==> src/rtl/fifo_pkg.sv <==
// fifo_pkg: shared defaults, depth helpers and level legality check for param_sync_fifo.
package fifo_pkg;
  localparam int DEF_DATA_W = 8;
  localparam int DEF_ADDR_W = 4;
  localparam int DEF_DEPTH  = 1 << DEF_ADDR_W;
  localparam int DEF_AF_LVL = 14;
  localparam int DEF_AE_LVL = 2;
  function automatic int clog2(input int v);
    int r;
    r = 0;
    for (int i = 0; i < 31; i++) if ((1 << i) < v) r = i + 1;
    return r;
  endfunction
  function automatic int depth_of(input int aw);
    return 1 << aw;
  endfunction
  function automatic bit lvls_ok(input int af, input int ae, input int aw);
    return af >= 1 && af <= depth_of(aw) && ae >= 0 && ae < depth_of(aw) && clog2(depth_of(aw)) == aw;
  endfunction
endpackage

==> src/rtl/fifo_dp_mem.sv <==
// fifo_dp_mem: simple dual-port RAM, synchronous write and registered read, no reset.
module fifo_dp_mem #(
  parameter int DATA_W = 8,
  parameter int ADDR_W = 4
) (
  input  logic              clk_i,
  input  logic              we_i,
  input  logic [ADDR_W-1:0] wa_i,
  input  logic [DATA_W-1:0] wd_i,
  input  logic              re_i,
  input  logic [ADDR_W-1:0] ra_i,
  output logic [DATA_W-1:0] rd_o
);
  logic [DATA_W-1:0] mem_q [1 << ADDR_W];
  always_ff @(posedge clk_i) begin
    if (we_i) mem_q[wa_i] <= wd_i;
    if (re_i) rd_o <= mem_q[ra_i];
  end
endmodule

==> src/rtl/param_sync_fifo.sv <==
// param_sync_fifo: single-clock FIFO with count, almost flags and sticky errors.
// Define FIFO_FWFT_EN for first-word-fall-through output; default is a 1-cycle registered read.
module param_sync_fifo
  import fifo_pkg::*;
#(
  parameter int DATA_W = DEF_DATA_W,
  parameter int ADDR_W = DEF_ADDR_W,
  parameter int AF_LVL = DEF_AF_LVL,
  parameter int AE_LVL = DEF_AE_LVL
) (
  input  logic              clk_50mhz,
  input  logic              rst_btn,
  input  logic              wr_en,
  input  logic [DATA_W-1:0] din,
  input  logic              rd_en,
  input  logic              clr_err,
  output logic [DATA_W-1:0] dout,
  output logic              full,
  output logic              empty,
  output logic              almost_full,
  output logic              almost_empty,
  output logic [ADDR_W:0]   count,
  output logic              overflow,
  output logic              underflow
);
  localparam int DEPTH = depth_of(ADDR_W);
  localparam logic [ADDR_W:0] DEPTH_C = (ADDR_W+1)'(DEPTH);
  localparam logic [ADDR_W:0] AF_C    = (ADDR_W+1)'(AF_LVL);
  localparam logic [ADDR_W:0] AE_C    = (ADDR_W+1)'(AE_LVL);
  if (!lvls_ok(AF_LVL, AE_LVL, ADDR_W)) begin : g_bad_lvls
    $error("param_sync_fifo: AF_LVL must be 1..DEPTH and AE_LVL 0..DEPTH-1");
  end
  logic [ADDR_W:0]   wr_ptr_q, rd_ptr_q, count_q, count_d;
  logic              full_q, empty_q, af_q, ae_q, ovf_q, udf_q, ld_q;
  logic              wr_acc, rd_acc, re, empty_d;
  logic [DATA_W-1:0] ram_rd;
`ifdef FIFO_FWFT_EN
  // ov_q marks a valid head word in the output register; the RAM prefetches behind it.
  logic            ov_q, ov_d;
  logic [ADDR_W:0] ram_cnt;
  assign ram_cnt = wr_ptr_q - rd_ptr_q;
  assign rd_acc  = rd_en & ov_q;
  assign re      = (ram_cnt != '0) & (~ov_q | rd_acc);
  assign ov_d    = re | (ov_q & ~rd_acc);
  assign empty_d = ~ov_d;
  always_ff @(posedge clk_50mhz or posedge rst_btn)
    if (rst_btn) ov_q <= 1'b0;
    else ov_q <= ov_d;
`else
  assign rd_acc  = rd_en & ~empty_q;
  assign re      = rd_acc;
  assign empty_d = count_d == '0;
`endif
  assign wr_acc  = wr_en & (~full_q | rd_acc);
  assign count_d = count_q + (ADDR_W+1)'(wr_acc) - (ADDR_W+1)'(rd_acc);
  always_ff @(posedge clk_50mhz or posedge rst_btn) begin
    if (rst_btn) begin
      wr_ptr_q <= '0;
      rd_ptr_q <= '0;
      count_q  <= '0;
      full_q   <= 1'b0;
      empty_q  <= 1'b1;
      af_q     <= 1'b0;
      ae_q     <= 1'b1;
      ovf_q    <= 1'b0;
      udf_q    <= 1'b0;
      ld_q     <= 1'b0;
    end else begin
      wr_ptr_q <= wr_ptr_q + (ADDR_W+1)'(wr_acc);
      rd_ptr_q <= rd_ptr_q + (ADDR_W+1)'(re);
      count_q  <= count_d;
      full_q   <= count_d == DEPTH_C;
      empty_q  <= empty_d;
      af_q     <= count_d >= AF_C;
      ae_q     <= count_d <= AE_C;
      ovf_q    <= (wr_en & full_q & ~rd_acc) | (ovf_q & ~clr_err);
      udf_q    <= (rd_en & empty_q) | (udf_q & ~clr_err);
      ld_q     <= ld_q | re;
    end
  end
  fifo_dp_mem #(.DATA_W(DATA_W), .ADDR_W(ADDR_W)) u_mem (
    .clk_i(clk_50mhz),
    .we_i (wr_acc),
    .wa_i (wr_ptr_q[ADDR_W-1:0]),
    .wd_i (din),
    .re_i (re),
    .ra_i (rd_ptr_q[ADDR_W-1:0]),
    .rd_o (ram_rd)
  );
  // The RAM read register has no reset, so dout is forced to zero until the first read.
  assign dout         = ld_q ? ram_rd : '0;
  assign full         = full_q;
  assign empty        = empty_q;
  assign almost_full  = af_q;
  assign almost_empty = ae_q;
  assign count        = count_q;
  assign overflow     = ovf_q;
  assign underflow    = udf_q;
endmodule

==> config.mk <==
export PLATFORM = sky130hd
export DESIGN_NAME = param_sync_fifo
export DESIGN_NICKNAME = d
export VERILOG_FILES = /design/src/rtl/fifo_pkg.sv /design/src/rtl/fifo_dp_mem.sv /design/src/rtl/param_sync_fifo.sv
export SDC_FILE = /design/constraint.sdc
export NUM_CORES = 1
export LEC_CHECK = 0
export CAP_MARGIN = 30
export CORE_MARGIN = 4
export CORE_UTILIZATION = 45
export CTS_CLUSTER_SIZE = 10
export DETAILED_ROUTE_END_ITERATION = 10
export SYNTH_ARGS = -nofsm -noshare
export SYNTH_HDL_FRONTEND = slang
export SYNTH_HIERARCHICAL = 1
export SYNTH_SLANG_ARGS = --single-unit
==> constraint.sdc <==
create_clock -name clk_50mhz -period 3.44 [get_ports clk_50mhz]
set_clock_uncertainty 0.1 [all_clocks]
set_input_delay 0.516 -clock clk_50mhz [delete_from_list [all_inputs] [get_ports clk_50mhz]]
set_output_delay 0.516 -clock clk_50mhz [all_outputs]
set_load 0.005 [all_outputs]
Yosys cells after proc, flatten, opt, wreduce, memory -nomap -nowiden. Memory sizes are Yosys's and may differ from the RTL's. A register that Yosys moved wholly into a read port is not among the register bits. Index checks and enable logic that the tools add are counted.

$add $sub $neg: 4. Order comparisons: 2. Equality and inequality tests: 1. Multiplexer cells: 3. Bitwise gates (word level): 15. Reductions and logical operators: 1.

Operators with widths (number): $add 5x1->5 (3); $mux 8 (1); $and 1x1->1 (7); $eq 5x5->1 const B (1); $ge 5x4->1 const B (1); $le 5x2->1 const B (1); $logic_not 5->1 (1); $sub 5x1->5 (1); $not 1->1 (4); $or 1x1->1 (4); $mux 1 (2).

Flip-flop bits (word level): 22. RAM bits: 128. Output and inout bits: 19. Logic and storage cells: 37. Memories kept: 1.

Memories: u_mem.mem_q (depth 16, width 8, read ports 1, clocked after Yosys merged registers in 1, write ports 1, line fifo_dp_mem.sv:14) `logic [DATA_W-1:0] mem_q [1 << ADDR_W];`.

Logic depth before layout (Yosys ltp). Gate-level depths: netlist of run 1.

Depth in word-level cells: 7. Depth in mapped cells: 12. Depth with buffers taken out: 12.

Cells and area by module. Netlist of run 1, hierarchy kept.

Modules (own cells, without submodules): fifo_dp_mem (times used 1, cells each 229, area an instance 5227.5 µm², sequential area each 4083.9 µm²); param_sync_fifo (times used 1, cells each 79, area an instance 927.1 µm², sequential area each 503.0 µm²).

Worst setup path after synthesis of run 1. No wires, ideal clock.

Path kind: flip-flop to flip-flop. Start point: reg empty_q (netlist: empty). End point: reg full_q (netlist: full). Setup time: 0.088 ns. Arrival time: 2.478 ns. Path slack: 0.774 ns. Stages on the path, launching flop included: 12. Path buffers: 0. Period minus slack after synthesis: 2.666 ns. Cell sequence: dfstp_2 > nand2b_1 > inv_1 > ha_1 > inv_1 > ha_1 > inv_1 > fa_1 > nand2b_1 > a21oi_1 > xnor2_1 > nor3b_1.

Word-level cells in the longest chain between the ends: 7.

Ends and longest elaborated chain: from (decl) (line param_sync_fifo.sv:34) `logic full_q, empty_q, af_q, ae_q, ovf_q, udf_q, ld_q;`; from (signal assigned) (line param_sync_fifo.sv:73) `empty_q <= empty_d;`; $not 1->1 (*) (line param_sync_fifo.sv:50) `assign rd_acc = rd_en & ~empty_q;`; $and 1x1->1 (*) (line param_sync_fifo.sv:50); net rd_acc (line param_sync_fifo.sv:35) `logic wr_acc, rd_acc, re, empty_d;`; $or 1x1->1 (line param_sync_fifo.sv:54) `assign wr_acc = wr_en & (~full_q | rd_acc);`; $and 1x1->1 (line param_sync_fifo.sv:54); $add 5x1->5 (line param_sync_fifo.sv:55) `assign count_d = count_q + (ADDR_W+1)'(wr_acc) - (ADDR_W+1)'(rd_acc);`; $sub 5x1->5 (*) (line param_sync_fifo.sv:55); net count_d[4] (line param_sync_fifo.sv:33) `logic [ADDR_W:0] wr_ptr_q, rd_ptr_q, count_q, count_d;`; $eq 5x5->1 (*) (line param_sync_fifo.sv:72) `full_q <= count_d == DEPTH_C;`; to (signal assigned) (line param_sync_fifo.sv:61) `full_q <= 1'b0;`; to (signal assigned) (line param_sync_fifo.sv:72); to (decl) (line param_sync_fifo.sv:34).

Mark *: on every way through the listed nets, which the timed path passes. The rest lies on a longest branch.

Worst setup path after layout of run 1.
Start point: in rd_en. End point: reg full_q (netlist: full).

Word-level cells in the longest chain between the ends: 6.

Ends and longest elaborated chain: from (decl) (line param_sync_fifo.sv:15) `input logic rd_en,`; $and 1x1->1 (*) (line param_sync_fifo.sv:50); $or 1x1->1 (line param_sync_fifo.sv:54); $and 1x1->1 (line param_sync_fifo.sv:54); $add 5x1->5 (line param_sync_fifo.sv:55); $sub 5x1->5 (*) (line param_sync_fifo.sv:55); net count_d[4] (line param_sync_fifo.sv:33); $eq 5x5->1 (*) (line param_sync_fifo.sv:72).

Marks and branches as above.

==> run_results.csv, run 1 <==
group,metric,value,unit
global_routing,gr-usage-met2,24.4,%
global_routing,grt_pass1_wl,17900,um
critical_path,crit_fanout,5,
clock_tree,insertion_delay,0.41,ns
sta,setup_violations,0,
clock_tree,cts.htree.levels,4,
critical_path,rr_endpoint,"full",
detailed_routing,drtIter0Drc,243,
worst_hold_path,hp-class,"register to register",
placement,gp_congestion,0.749,
clock_tree,cts.sinks,156,
pwr,leakage,2.54,nW
yosys,ys_seq_elements,156,
detailed_routing,drt_wl_total,11400,um
critical_path,rrSetupSlack,0.60,ns
global_routing,antenna_found_initial,0,
clock_tree,clockBufferDepth,2,
worst_hold_path,hold_end,"overflow",
detailed_routing,drt_pre_antenna_iters,4,
status,outcome,"complete, no violations",
yosys,yosysSeqAreaShare,74.5,%
detailed_routing,routedWlPerCell,20.5,um
final_layout,layout-drive-gt1-share,18.8,%
yosys,syn_nets,331,
sta,clock.fmax,348,MHz
sta,relSlewSlack,46.2,%
global_routing,grt-busiest-layer,"met2",
detailed_routing,via_per_inst,5.39,
clock_tree,cts-resized-gates,0,
floorplanning,rows,42,
clock_tree,cts_setup_buffers,0,
yosys,syn_inst,308,
global_routing,grt_pass1_vias,3072,
placement,io_buffers,31,
placement,dp_hpwl,7180,um
final_layout,layout.nets,392,
clock_tree,path_clk_slew,0.06,ns
critical_path,critPathLaunchType,"input port",
yosys,yosysUniqueCellTypes,33,
sta,worst_pin_slew,0.806,ns
clock_tree,hold_buffers,0,
sta,slew_violations,0,
detailed_routing,drcViolationCount,0,
critical_path,crit_type,"input port to register",
critical_path,cp-end-kind,"register",
pwr,p_per_area,854,mW/mm2
floorplanning,die_area,0.0156,mm2
final_layout,num_antenna_cells,0,
final_layout,area_delta_synth_final,18.9,%
sta,period_needed,2.88,ns
sta,tns,0,ns
worst_hold_path,hold_depth,2,
global_routing,use_met1,21.1,%
floorplanning,start_util,46.3,%
critical_path,cp_data_required_time,3.66,ns
final_layout,mostFrequentLayoutCell,"edfxtp_1",
critical_path,ff2ff_path_depth,12,
job,drv_cap,0,
global_routing,overflow,0,
floorplanning,die_w,125,um
sta,min_period_over_period,83.6,%
clock_tree,cts_made_buffers,17,
placement,dp_cells,526,
critical_path,arrival,3.10,ns
pwr,ir_drop,0.000373,V
sta,rsz0062_at_grt,"false",
final_layout,layoutNonFillerInstCount,558,
detailed_routing,ant_nets,0,
yosys,yosys_warnings,6,
detailed_routing,vias,3010,
yosys,syn_avg_cell_area,20.0,um2
clock_tree,cts_root_buf,"clkbuf_16",
yosys,netlist_area,0.00615,mm2
global_routing,grt_max_degree,35,
worst_hold_path,hold_start,"overflow",
floorplanning,dieHeight,125,um
final_layout,layout_common_cells,"edfxtp_1 (136), clkdlybuf4s50_1 (31), buf_4 (21)",
floorplanning,core,0.0133,mm2
global_routing,grt.total_usage,15.4,%
sta,hold_viol,0,
critical_path,r2r-start,"empty",
floorplanning,io_pins,32,
global_routing,met3_usage,4.05,%
clock_tree,cts_tree,"done",
==> state kept, by name, indices dropped and copies added (netlist names) <==
name / cells
u_mem/mem_q: 128
u_mem/rd_o: 8
count: 5
rd_ptr_q: 4
wr_ptr_q: 4
almost_empty: 1
almost_full: 1
empty: 1
full: 1
ld_q: 1
overflow: 1
underflow: 1
==> final cells by class <==
cell class | count | area, um2
Clock buffer | 20 | 437
Clock inverter | 12 | 124
Fill cell | 1031 | 5980
Inverter | 12 | 45.0
Multi-Input combinational cell | 130 | 1440
Sequential cell | 156 | 4590
Tap cell | 176 | 220
Timing Repair Buffer | 52 | 468
==> power breakdown <==
part	switching (mW)	internal [mW]	total (mW)
logic	0.949	0.933	1.88
clock network	0.680	1.06	1.74
registers	0.202	2.42	2.63
total	1.83	4.42	6.25
==> per-stage QoR <==
stage / util [%] / instance area [um2] / power, mW / hold WS, ns / worst slack [ns]
4_1_cts: 55.0 / 7320 / 6.33 / 0.440 / 0.584
2_1_floorplan: - / 6150 / 3.90 / 0.378 / 0.774
3_5_place_dp: 50.8 / 6760 / 4.56 / 0.430 / 0.208
5_1_grt: 55.0 / 7320 / 6.61 / 0.472 / 0.363
6_report: 55.0 / 7320 / 6.25 / 0.435 / 0.563
3_3_place_gp: 50.8 / 6760 / 4.51 / 0.408 / 0.277
==> synth_stat cells, drive strengths merged <==
master	n	share of area (%)
xor2	3	0.43
and2b	1	0.12
mux4	32	13
and2	9	0.91
dfstp	2	0.85
a21oi	2	0.22
dfrtp	18	7.3
a2111oi	1	0.24
nand3b	2	0.24
or3	1	0.10
buf	7	0.91
nor2b	1	0.10
nor3b	1	0.12
clkdlybuf4s25	3	0.49
ha	9	1.8
a21o	1	0.12
nand2b	5	0.51
nand3	4	0.33
fa	1	0.33
or3b	1	0.14
nor3	5	0.41
a31o	1	0.14
o21ai	2	0.16
xnor2	5	0.71
edfxtp	136	66
a22oi	16	2.0
nor2	15	0.91
inv	12	0.73
nand2	12	0.73
==> critical path, stage by stage <==
cell and delay (ns):
clkdlybuf4s50_1 0.48, nand2b_1 0.10, nand2_1 0.08, nand2_1 0.07, ha_1 0.29, inv_1 0.06, ha_1 0.17, inv_1 0.07
fa_1 0.43, nand2b_1 0.17, a21oi_1 0.15, xnor2_1 0.27, nor3b_1 0.24
==> per-layer routing <==
| metal | vias to the layer above | routed length, um |
|---|---|---|
| met3 | 9 | 592 |
| met4 | 0 | 92 |
| li1 | 1358 | - |
| met1 | 1558 | 5140 |
| met2 | 85 | 5600 |
| met5 | - | 0 |
==> cells by family after synthesis <==
| family | share of synthesized area (%) |
|---|---|
| AO/OA/AOI/OAI | 2.85 |
| multiplexers | 12.6 |
| AND/OR/NAND/NOR | 4.64 |
| buffers and inverters | 2.13 |
| flip-flops | 74.5 |
| adder cells (fa/ha/maj) | 2.15 |
| XOR/XNOR | 1.14 |
==> worst max path at each step <==
stage	start	to	slack, ns	cells after the start
3_5_place_dp	rd_en	full	0.21	13
3_3_place_gp	rd_en	full	0.28	13
6_report	rd_en	full	0.56	13
4_1_cts	rd_en	full	0.58	13
2_1_floorplan	empty	full	0.77	11
5_1_grt	rd_en	full	0.36	13
No activity file was read; power rests on OpenSTA's default activity.
==> run 2, diff against run 1 <==
- clock period: 3.44 -> 2.87 ns (I/O delays scaled with it)
==> run 2 against run 1 <==
Net effect:
- sequential share of layout area down 0.92 points
- worst hold slack got worse by 0.077 ns
- sequential power is 19% higher
- die area is the same
- global-route usage is 0.13 points lower
- design area is 1.5% higher
- utilization is 0.82 points higher
- non-clock buffer count rose by 7
- combinational power rose by 31%
- critical path type is now register to register
- highest routed layer unchanged
==> run_results.csv, run 2 (synthesis gave the netlist of run 1 again) <==
group,metric,value,unit
critical_path,crit_family,"adder cells",
floorplanning,rows,42,
floorplanning,io_pins,32,
status,outcome,"complete, no violations",
pwr,power_frac_comb,31.9,%
global_routing,met3_usage,3.58,%
detailed_routing,drt_pre_antenna_iters,4,
placement,gp_congestion,0.787,
sta,slew_violations,0,
final_layout,n_fill_cell,1013,
sta,hold_viol,0,
clock_tree,cts_tree,"done",
sta,min_period_over_period,92.5,%
floorplanning,start_util,46.3,%
detailed_routing,drt_wl_total,11100,um
critical_path,cp_data_required_time,3.10,ns
placement,io_buffers,31,
clock_tree,clockBufferDepth,2,
critical_path,cp_slowest_cell,"dfstp_2",
floorplanning,dieHeight,125,um
final_layout,num_antenna_cells,0,
global_routing,grt_pass1_wl,17700,um
critical_path,r2r-start,"empty",
critical_path,rr_endpoint,"full",
placement,dp_hpwl,7290,um
clock_tree,cts_made_buffers,17,
clock_tree,cts_root_buf,"clkbuf_16",
clock_tree,path_clk_slew,0.06,ns
floorplanning,die_area,0.0156,mm2
critical_path,arrival,2.88,ns
pwr,clockPowerShare,27.6,%
clock_tree,cts_setup_buffers,0,
final_layout,largest_reg_flops,128,
final_layout,layout.nets,399,
critical_path,cp-end-kind,"register",
detailed_routing,routedWlPerCell,19.7,um
sta,period_needed,2.65,ns
global_routing,overflow,0,
critical_path,critPathLaunchType,"register",
global_routing,gr-usage-met2,23.4,%
clock_tree,insertion_delay,0.41,ns
detailed_routing,vias,3019,
global_routing,grt.total_usage,15.3,%
global_routing,use_met1,21.1,%
final_layout,area_delta_synth_final,20.7,%
critical_path,crit_path_max_incr_delay,0.55,ns
floorplanning,core,0.0133,mm2
critical_path,crit_type,"register to register",
pwr,switching_share,29.3,%
sta,worst_pin_slew,0.770,ns
detailed_routing,ant_nets,0,
clock_tree,hold_buffers,0,
final_layout,layout_common_cells,"edfxtp_1 (136), clkdlybuf4s50_1 (31), buf_4 (26)",
pwr,leakage,2.60,nW
critical_path,crit_fanout,5,
detailed_routing,via_per_inst,5.34,
pwr,p_per_area,1040,mW/mm2
pwr,ir_drop,0.000428,V
critical_path,ff2ff_path_depth,12,
global_routing,grt_pass1_vias,3107,
detailed_routing,drtIter0Drc,274,
placement,dp_cells,533,
final_layout,mostFrequentLayoutCell,"edfxtp_1",
clock_tree,cts-resized-gates,0,
critical_path,rrSetupSlack,0.22,ns
clock_tree,cts.htree.levels,4,
final_layout,layoutNonFillerInstCount,565,
final_layout,layout-drive-gt1-share,21.6,%
global_routing,grt_max_degree,35,
global_routing,grt-busiest-layer,"met2",
sta,relSlewSlack,48.6,%
critical_path,cp_num_buf_inv,2,
global_routing,antenna_found_initial,0,
sta,tns,0,ns
detailed_routing,drcViolationCount,0,
pwr,p_seq_share,40.5,%
job,drv_cap,0,
pwr,switching_power,2.26,mW
sta,clock.fmax,377,MHz
floorplanning,die_w,125,um
sta,setup_violations,0,
pwr,p_total,7.72,mW
worst_hold_path,hp-class,"input port to async pin",
critical_path,path_cells,"nand2b_4, nand2_1, nand2_1, ha_1, inv_1, ha_1, inv_1, fa_1, nand2b_1, a21oi_2, xnor2_2, nor3b_1",
pwr,intPower,5.46,mW
final_layout,largest-register,"u_mem/mem_q",
clock_tree,cts.sinks,156,
[run 2: worst reg2reg max path, cell delays in order (launching register included)]
cell and delay, ns:
dfstp_2 0.55, nand2b_4 0.13, nand2_1 0.05, nand2_1 0.09
ha_1 0.23, inv_1 0.06, ha_1 0.15, inv_1 0.06
fa_1 0.42, nand2b_1 0.17, a21oi_2 0.17, xnor2_2 0.18
nor3b_1 0.21
[run 2: per-stage QoR]
stage	setup WS [ns]	hold WS, ns	util [%]	cell area, um2
floorplan	0.204	0.293	-	6150
finish	0.216	0.358	55.9	7430
global route	-0.00660	0.447	55.9	7430
global placement	-0.181	0.421	51.4	6840
CTS	0.121	0.374	55.7	7410
detailed placement	-0.225	0.430	51.4	6840
[run 2: layout make-up]
cell class / instances / area [um2] / share of cell area (%)
Clock buffer: 18 / 429 / 5.78
Clock inverter: 14 / 144 / 1.94
Inverter: 12 / 45.0 / 0.606
Multi-Input combinational cell: 130 / 1460 / 19.6
Sequential cell: 156 / 4590 / 61.8
Tap cell: 176 / 220 / 2.96
Timing Repair Buffer: 59 / 546 / 7.35
[run 2: worst max path at each step]
stage / cells after the start / to / from / slack [ns]
6_report: 12 / full / empty / 0.22
5_1_grt: 12 / full / empty / -0.007
4_1_cts: 12 / full / empty / 0.12
3_5_place_dp: 13 / full / rd_en / -0.22
3_3_place_gp: 13 / full / rd_en / -0.18
2_1_floorplan: 11 / full / empty / 0.20
[run 2: per-layer routing]
metal  share of wire [%]  wire [um]
met1                  44       4950
met2                  47       5270
met3                 6.0        663
met4                 2.3        253
met5                   0          0
[run 2: power groups by stage]
stage	logic (mW)	clock network [mW]	registers, mW
after floorplan	1.58	0	3.09
after global placement	2.40	0	3.17
after detailed placement	2.43	0	3.18
after CTS	2.44	2.18	3.14
after global routing	2.69	2.29	3.18
final	2.46	2.13	3.13
==> run 3, diff against run 2 <==
- PLACE_DENSITY_LB_ADDON: default -> 0.08
==> run 3 against run 2 <==
Net effect:
- non-clock buffer count did not move
- die area did not move
- utilization fell by 0.43 points
- sequential power barely moved
- largest cell class unchanged
- routed wire length rose by 5.7%
- sequential cell count did not move
- critical path type unchanged
- total power fell by 1.8%
- first-iteration DRC count fell by 32%
- critical path depth did not move
- worst hold slack improved by 0.0059 ns
- combinational power rose by 2%
==> run_results.csv, run 3 (synthesis gave the netlist of run 1 again) <==
group,metric,value,unit
detailed_routing,vias,3048,
final_layout,stdcell_area,0.00737,mm2
pwr,ir_drop,0.000440,V
final_layout,n_fill_cell,1040,
critical_path,cp-end-kind,"register",
floorplanning,die_area,0.0156,mm2
global_routing,grt_pass1_wl,18700,um
final_layout,area_delta_synth_final,19.7,%
detailed_routing,drtIter0Drc,185,
clock_tree,insertion_delay,0.42,ns
critical_path,crit_type,"register to register",
critical_path,critPathLaunchType,"register",
job,drv_cap,0,
placement,dp_hpwl,7750,um
detailed_routing,drt_wl_total,11800,um
clock_tree,cts_tree,"done",
floorplanning,core,0.0133,mm2
critical_path,crit_family,"adder cells",
critical_path,crit_fanout,5,
final_layout,num_antenna_cells,0,
sta,period_needed,2.69,ns
global_routing,antenna_found_initial,0,
clock_tree,cts.sinks,156,
floorplanning,io_pins,32,
global_routing,grt_max_degree,35,
worst_hold_path,hp-class,"input port to async pin",
floorplanning,dieHeight,125,um
final_layout,layoutNonFillerInstCount,565,
pwr,leakage,2.57,nW
pwr,p_per_area,1030,mW/mm2
sta,rsz0062_at_grt,"false",
sta,slew_violations,0,
final_layout,ff_latch_area,0.00459,mm2
final_layout,layout-drive-gt1-share,21.1,%
sta,clock.fmax,372,MHz
floorplanning,die_w,125,um
clock_tree,clockBufferDepth,2,
floorplanning,start_util,46.3,%
placement,place_area,0.00684,mm2
final_layout,layout.nets,399,
critical_path,crit_path_max_incr_delay,0.55,ns
final_layout,largest-register,"u_mem/mem_q",
detailed_routing,via_per_inst,5.39,
final_layout,layout_common_cells,"edfxtp_1 (136), clkdlybuf4s50_1 (31), buf_4 (26)",
detailed_routing,ant_nets,0,
global_routing,overflow,0,
global_routing,grt.total_usage,16.2,%
critical_path,path_cells,"nand2b_4, nand2_1, nand2_1, ha_1, inv_1, ha_1, inv_1, fa_1, nand2b_1, a21oi_2, xnor2_2, a31o_2",
sta,relSlewSlack,46.8,%
clock_tree,hold_buffers,0,
critical_path,arrival,2.90,ns
final_layout,largest_reg_flops,128,
sta,worst_pin_slew,0.797,ns
status,outcome,"complete, no violations",
clock_tree,cts_setup_buffers,0,
placement,io_buffers,31,
floorplanning,rows,42,
final_layout,mostFrequentLayoutCell,"edfxtp_1",
clock_tree,cts_made_buffers,17,
critical_path,cp_data_required_time,3.08,ns
detailed_routing,drcViolationCount,0,
critical_path,cp_slowest_cell,"dfstp_2",
critical_path,cp_num_buf_inv,2,
placement,dp_cells,533,
sta,min_period_over_period,93.6,%
detailed_routing,routedWlPerCell,20.8,um
detailed_routing,drt_pre_antenna_iters,4,
clock_tree,cts.htree.levels,4,
final_layout,multi_input_area,0.00146,mm2
sta,hold_viol,0,
clock_tree,cts_root_buf,"clkbuf_16",
sta,setup_violations,0,
clock_tree,cts-resized-gates,0,
placement,gp_congestion,0.757,
sta,hold_ws,0.364,ns
global_routing,grt_pass1_vias,3189,
clock_tree,path_clk_slew,0.06,ns
## run 3: worst paths after layout
kind | from | endpoint | slack (ns) | cells past startpoint
setup reg to reg | empty | almost_full | 0.18 | 12
min in group clk_50mhz | overflow | overflow | 0.44 | 2
hold / removal | rst_btn | wr_ptr_q[3] | 0.36 | 2
hold reg to reg | overflow | overflow | 0.44 | 2
max in group asynchronous | rst_btn | rd_ptr_q[0] | 1.76 | 2
setup / recovery | empty | almost_full | 0.18 | 12
## run 3: report_power, final
group / internal [mW] / leakage (nW) / total (mW) / switching [mW]
logic: 1.28 / 0.861 / 2.50 / 1.22
clock network: 1.09 / 0.241 / 1.95 / 0.855
registers: 2.91 / 1.47 / 3.13 / 0.225
total: 5.28 / 2.57 / 7.58 / 2.30
## run 3: area by class of cell
| cell class | instances | share of cell area, % |
|---|---|---|
| Clock buffer | 20 | 5.93 |
| Multi-Input combinational cell | 130 | 19.8 |
| Timing Repair Buffer | 59 | 7.40 |
| Inverter | 12 | 0.611 |
| Tap cell | 176 | 2.99 |
| Clock inverter | 12 | 1.00 |
| Sequential cell | 156 | 62.3 |
## run 3: metrics by stage
| stage | worst slack [ns] | util (%) | power [mW] | TNS, ns |
|---|---|---|---|---|
| 6_report | 0.185 | 55.4 | 7.58 | 0 |
| 5_1_grt | 0.0194 | 55.4 | 8.00 | 0 |
| 4_1_cts | 0.0518 | 55.3 | 7.61 | 0 |
| 3_5_place_dp | -0.304 | 51.4 | 5.65 | -1.09 |
| 3_3_place_gp | -0.208 | 51.4 | 5.61 | -0.744 |
| 2_1_floorplan | 0.204 | - | 4.67 | 0 |
## run 3: per-layer routing
layer,wire (um),up-vias,global-route usage (%)
li1,-,1369,-
met1,5240,1589,21.3
met2,5850,71,26.2
met3,483,19,3.88
met4,183,0,7.08
met5,0,-,0
